File: config.mk
export PLATFORM = sky130hd
export DESIGN_NAME = sram_req_arbiter
export DESIGN_NICKNAME = d
export VERILOG_FILES = /design/src/rtl/sram_arb_pkg.sv /design/src/rtl/req_prio_pick.sv /design/src/rtl/sram_req_arbiter.sv
export SDC_FILE = /design/constraint.sdc
export NUM_CORES = 1
export LEC_CHECK = 0
export ABC_AREA = 1
export BUFFER_PORTS_ARGS = -buffer_cell sky130_fd_sc_hd__buf_2
export CORE_ASPECT_RATIO = 1.5
export CORE_MARGIN = 2
export CORE_UTILIZATION = 45
export DETAILED_ROUTE_END_ITERATION = 12
export MAX_ROUTING_LAYER = met4
export PLACE_DENSITY = 0.79
export RECOVER_POWER = 25
export SETUP_SLACK_MARGIN = 0.1
export SLEW_MARGIN = 30
export SYNTH_ARGS = -nofsm -noshare
export SYNTH_HDL_FRONTEND = slang
export SYNTH_SLANG_ARGS = --single-unit
File: constraint.sdc
create_clock -name clk -period 1.1 [get_ports clk]
set_input_delay 0.055 -clock clk [delete_from_list [all_inputs] [get_ports clk]]
set_output_delay 0.055 -clock clk [all_outputs]
set_load 0.005 [all_outputs]
File: src/rtl/sram_arb_pkg.sv
// Shared types and constants for the SRAM request arbiter.
// Optional feature macro: SRAM_ARB_RR_EN (round-robin priority).
package sram_arb_pkg;

   localparam int unsigned AW_DEF = 8;
   localparam int unsigned DW_DEF = 8;

   localparam logic RW_WRITE = 1'b1;
   localparam logic RW_READ  = 1'b0;

   typedef enum logic [1:0] {
      IDLE  = 2'd0,
      ISSUE = 2'd1,
      CAPT  = 2'd2
   } arb_state_t;

endpackage

File: src/rtl/req_prio_pick.sv
// One-hot winner pick from a valid vector, searching upward from a start pointer.
module req_prio_pick #(
   parameter int unsigned NUM_REQ = 2,
   parameter int unsigned IW      = $clog2(NUM_REQ)
) (
   input  logic [NUM_REQ-1:0] valid,
   input  logic [IW-1:0]      ptr,
   output logic [NUM_REQ-1:0] grant,
   output logic [IW-1:0]      idx,
   output logic               any
);

   // First valid requester at or after ptr, wrapping modulo NUM_REQ.
   always_comb begin
      logic [IW-1:0] cand;
      grant = '0;
      idx   = '0;
      any   = 1'b0;
      cand  = '0;
      for (int unsigned i = 0; i < NUM_REQ; i++) begin
         cand = IW'((32'(ptr) + i) % NUM_REQ);
         if (!any && valid[cand]) begin
            any         = 1'b1;
            grant[cand] = 1'b1;
            idx         = cand;
         end
      end
   end

endmodule

File: src/rtl/sram_req_arbiter.sv
// Arbiter sharing one single-port SRAM between NUM_REQ valid/ready requesters.
// Define SRAM_ARB_RR_EN for round-robin priority; otherwise lowest index wins.
module sram_req_arbiter
   import sram_arb_pkg::*;
#(
   parameter int unsigned NUM_REQ = 2,
   parameter int unsigned AW      = AW_DEF,
   parameter int unsigned DW      = DW_DEF
) (
   input  logic                       clk,
   input  logic                       rst,
   input  logic [NUM_REQ-1:0]         req_valid,
   output logic [NUM_REQ-1:0]         req_ready,
   input  logic [NUM_REQ-1:0]         req_rw,
   input  logic [NUM_REQ-1:0][AW-1:0] req_addr,
   input  logic [NUM_REQ-1:0][DW-1:0] req_wdata,
   output logic [NUM_REQ-1:0]         rsp_valid,
   output logic [DW-1:0]              rsp_rdata,
   output logic                       mem_rw,
   output logic [AW-1:0]              mem_addr,
   output logic [DW-1:0]              mem_din,
   input  logic [DW-1:0]              mem_dout,
   output logic                       busy
);

   localparam int unsigned IW = $clog2(NUM_REQ);

   arb_state_t           state;
   logic                 cmd_rw;
   logic [IW-1:0]        cmd_idx;
   logic [IW-1:0]        ptr;
   logic [NUM_REQ-1:0]   grant;
   logic [IW-1:0]        win_idx;
   logic                 any;
   logic                 accept;

   req_prio_pick #(
      .NUM_REQ (NUM_REQ),
      .IW      (IW)
   ) u_pick (
      .valid (req_valid),
      .ptr   (ptr),
      .grant (grant),
      .idx   (win_idx),
      .any   (any)
   );

   // Acceptance happens only in IDLE, and never while reset is held.
   assign accept    = (state == IDLE) && any && !rst;
   assign req_ready = accept ? grant : '0;
   assign busy      = (state != IDLE);

`ifdef SRAM_ARB_RR_EN
   logic [IW-1:0] last_grant;

   // Remember the most recent winner so the search starts just after it.
   always_ff @(posedge clk or posedge rst) begin
      if (rst) begin
         last_grant <= IW'(NUM_REQ - 1);
      end else if (accept) begin
         last_grant <= win_idx;
      end
   end

   assign ptr = (last_grant == IW'(NUM_REQ - 1)) ? '0 : last_grant + IW'(1);
`else
   assign ptr = '0;
`endif

   // Sequencer: latch the command, drive the SRAM for one cycle, return read data.
   always_ff @(posedge clk or posedge rst) begin
      if (rst) begin
         state     <= IDLE;
         cmd_rw    <= RW_READ;
         cmd_idx   <= '0;
         mem_rw    <= RW_READ;
         mem_addr  <= '0;
         mem_din   <= '0;
         rsp_valid <= '0;
         rsp_rdata <= '0;
      end else begin
         rsp_valid <= '0;
         mem_rw    <= RW_READ;
         case (state)
            IDLE: begin
               if (any) begin
                  cmd_idx  <= win_idx;
                  cmd_rw   <= req_rw[win_idx];
                  mem_rw   <= req_rw[win_idx];
                  mem_addr <= req_addr[win_idx];
                  mem_din  <= req_wdata[win_idx];
                  state    <= ISSUE;
               end
            end
            ISSUE: begin
               state <= (cmd_rw == RW_WRITE) ? IDLE : CAPT;
            end
            CAPT: begin
               rsp_rdata          <= mem_dout;
               rsp_valid[cmd_idx] <= 1'b1;
               state              <= IDLE;
            end
            default: begin
               state <= IDLE;
            end
         endcase
      end
   end

endmodule

==> results.txt <==
The power density over the cells came out at 2340 nW/um2. The residual DRC count is 0. The number of detailed-routing iterations run before antenna repair is 4. Across every metal layer, demand over resource in global routing totals 22.8%.

After global routing the overflow that remains totals 0. The count of boundary I/O pins is 76. In this run the cell area measured after placement is 1900 um2. The die covers 3760 um2. The clock insertion delay at the later pin of the skew report came out at 0.28 ns. The number of violations reported at the end of detailed-routing iteration 0 is 37. The post-synthesis cell area is 1480 um2.

TritonCTS built the clock tree. The synthesized area divided by synthesized cell count came out at 7.93 um2. In this run the tightest slew margin relative to its limit is 70.7%. For this block, the routed nets add up to 4040 um of wire. Entering global routing, the biggest net connects 19 pins.

The placer congestion estimate came out at 0.781. The HPWL after detailed placement is 2800 um. The clock share of power came out at 17.3%. The worst setup skew after layout is 0.00476 ns.

The buffer levels on the longest clock path is 2. The sum of negative setup slack is -0.174 ns. For the worst setup path, the data arrival time is 1.15 ns. The number of hold violations in the final report came out at 0.

The final reports fail on negative setup slack. The worst path in the final design needs a cycle of 1.21 ns, including I/O delays and setup. The critical path is of the flop to output pin type.

The flow ran to the end, but the final reports show violations. The maximum fanout along the worst path came out at 4. The total of endpoints with negative setup slack in the final report is 4. The clock root buffer is sky130_fd_sc_hd__clkbuf_8. The share of power burned in combinational logic is 43.0%. The count of mapped cells out of synthesis came out at 186. The number of antenna-violating nets in the routed design came out at 0.

The slack of the critical path came out at -0.108 ns. The worst hold path passes through 3 cells. The data required time at the worst endpoint came out at 1.04 ns.

The total CTS buffers came out at 5. The width of the die came out at 50.8 um. The count of yosys warnings during synthesis is 0. The worst-case IR drop observed on VDD is 1.54 mV.

Cell internal power was estimated by the tool at 3.05 mW. The actual transition at the worst max-transition pin came out at 0.440 ns. The number of vias after detailed routing is 1579.

Traced cell by cell, the critical path runs through nor2_2, nand3_2, nor2_2, buf_2. The net switching power of the design is 1.82 mW. The count of maximum capacitance violations came out at 0. The post-route cell area came out at 2080 um2.

The critical path startpoint category is a flop. Sequential cells account for 39.6% of the total power. The final clock period utilization by the worst path came out at 110%. The floorplan step set the die height to 74.1 um. The number of antenna diodes came out at 0.

The cell that appears most often on the critical path is sky130_fd_sc_hd__nor2_2. The kind of end point of the critical path is an output pin. The initial standard-cell utilization of the core is 47.2%. The max-slew violation count came out at 0. The number of vias per cell after detailed routing came out at 4.95. The slowest stage of the critical path belongs to the cell sky130_fd_sc_hd__dfrtp_1. The number of antenna violations at the first check in global routing came out at 0. The clock tree synthesis step divided the H-tree into 2 levels. Dividing the detail-routed wire length by the instance count gives 12.7 um.

The netlist uses 15 different library cells. From synthesis to final layout, the design area changed by 41.0%. The net count of the mapped netlist came out at 232. Setup repair after global routing could not meet its margin everywhere. The total core area came out at 3130 um2. The standby leakage power came out at 1.25 nW. The row count came out at 25. The fmax came out at 0.828 GHz.

Cells with a size suffix above 1 make up 38.7% of the layout. The number of storage elements in the synthesis netlist came out at 31. The number of global-route vias before repair is 1384. Port buffering added 75 buffers. Summing the sequential cell areas from Yosys gives 52.6% of the chip area. The tightest min-delay check is of the input port to flop type. The first-pass GRT wire length is 6070 um. The worst reg2reg path depth came out at 5. The switching part of the total power came out at 37.4%. The delay of the slowest cell on the worst path came out at 0.42 ns. After the last flow step, the layout net total stands at 324.

The clock net in this run drives a total of 31 sinks. The core utilization of the finished layout is 66.5%. The clock-pin slew on the worst setup and hold paths is 0.06 ns.
-- synth_stat cells --
cell                      instances  share of area, %
sky130_fd_sc_hd__nand3_1         26               8.8
sky130_fd_sc_hd__nand2_2          2              0.85
sky130_fd_sc_hd__o21ai_4          1               1.1
sky130_fd_sc_hd__o21ai_0          1              0.34
sky130_fd_sc_hd__nor3_1           1              0.34
sky130_fd_sc_hd__inv_2            1              0.25
sky130_fd_sc_hd__buf_6            6               4.6
sky130_fd_sc_hd__inv_1            5               1.3
sky130_fd_sc_hd__nand2_1        102                26
sky130_fd_sc_hd__buf_4            1              0.51
sky130_fd_sc_hd__nor3_2           1              0.68
sky130_fd_sc_hd__dfrtp_1         31                53
sky130_fd_sc_hd__nor2_1           5               1.3
sky130_fd_sc_hd__buf_2            2              0.68
sky130_fd_sc_hd__nor2_4           1              0.76
-- cell usage in the layout (no fill, tap or decap), types with 2 or more instances in the layout --
cell / instances
sky130_fd_sc_hd__buf_4: 10
sky130_fd_sc_hd__buf_6: 3
sky130_fd_sc_hd__dfrtp_1: 31
sky130_fd_sc_hd__nand3_1: 25
sky130_fd_sc_hd__o21ai_4: 2
sky130_fd_sc_hd__clkbuf_2: 2
sky130_fd_sc_hd__nor2_1: 3
sky130_fd_sc_hd__nand2_1: 100
sky130_fd_sc_hd__dlygate4sd3_1: 2
sky130_fd_sc_hd__nand2_2: 3
sky130_fd_sc_hd__buf_2: 74
sky130_fd_sc_hd__nor2_2: 2
sky130_fd_sc_hd__inv_1: 5
sky130_fd_sc_hd__clkbuf_8: 5
sky130_fd_sc_hd__clkbuf_1: 3
-- worst paths after layout --
check                       startpoint            to  slack, ns
min reg2reg                    cmd_idx  rsp_valid[0]       0.43
max                           state[1]  req_ready[1]      -0.11
max in group asynchronous          rst   mem_addr[5]       0.29
min                        mem_dout[4]  rsp_rdata[4]      0.008
min in group asynchronous          rst   mem_addr[1]       0.45
max reg2reg                   state[1]   mem_addr[4]      -0.01
-- sequential cells by signal, summed over array words and instances, names as in the netlist --
signal / count
cmd_idx: 1
cmd_rw: 1
mem_addr: 8
mem_din: 8
mem_rw: 1
rsp_rdata: 8
rsp_valid: 2
state: 2
-- worst max-delay path, delay by kind of cell (launching register included) --
| kind | cells | cell delay [ns] |
|---|---|---|
| buffers and inverters | 1 | 0.11 |
| DFF | 1 | 0.42 |
| and+or+nand+nor | 3 | 0.34 |
-- power by group through the flow --
| stage | Sequential (mW) | Combinational [mW] | Clock, mW |
|---|---|---|---|
| final | 1.93 | 2.10 | 0.845 |
| after global routing | 1.98 | 2.34 | 0.907 |
| after CTS | 1.93 | 2.03 | 0.852 |
| after detailed placement | 1.95 | 1.84 | 0 |
| after global placement | 1.94 | 1.79 | 0 |
| after floorplan | 1.97 | 1.00 | 0 |
-- metrics by stage --
stage          total power, mW  std cells  setup WS, ns  hold WS [ns]
2_1_floorplan             2.97        186        0.0828         0.135
3_3_place_gp              3.72        303        0.0650         0.105
3_5_place_dp              3.79        303        0.0141         0.119
4_1_cts                   4.81        316       -0.0650       0.00567
5_1_grt                   5.23        319        -0.170       0.00330
6_report                  4.87        319        -0.108       0.00757
-- kinds of logic after synthesis --
group | after synthesis | synth area share [%]
AND/OR/NAND/NOR | 138 | 38.7
buffers and inverters | 15 | 7.29
AO/OA/AOI/OAI | 2 | 1.44
flip-flops | 31 | 52.6
-- layout make-up --
class                   instances  area [um2]
fillers                       306        1050
flip-flops and latches         31         776
multi-input cells             142         637
repair buffers                 92         513
clock buffers                   7        76.3
well taps                      40        50.0
inverters                       6        22.5
clock inverters                 1        5.00
-- layer usage --
layer	vias to the layer above	GRT usage [%]	wire length (um)
li1	765	-	-
met1	742	21.5	1420
met2	64	42.0	2300
met3	8	5.22	218
met4	0	12.6	93
met5	-	-	0
-- what timing repair did --
item / 4_1_cts / 5_1_grt
hold endpoints to repair: 32 / 0
hold buffers: 2 / 0
endpoints found under the setup margin: 32 / 24
setup buffers: 1 / 3
gates cloned: 2 / 1
pin swaps: 2 / 2
resized for setup: 7 / 2
No activity file was read; power rests on OpenSTA's default activity.
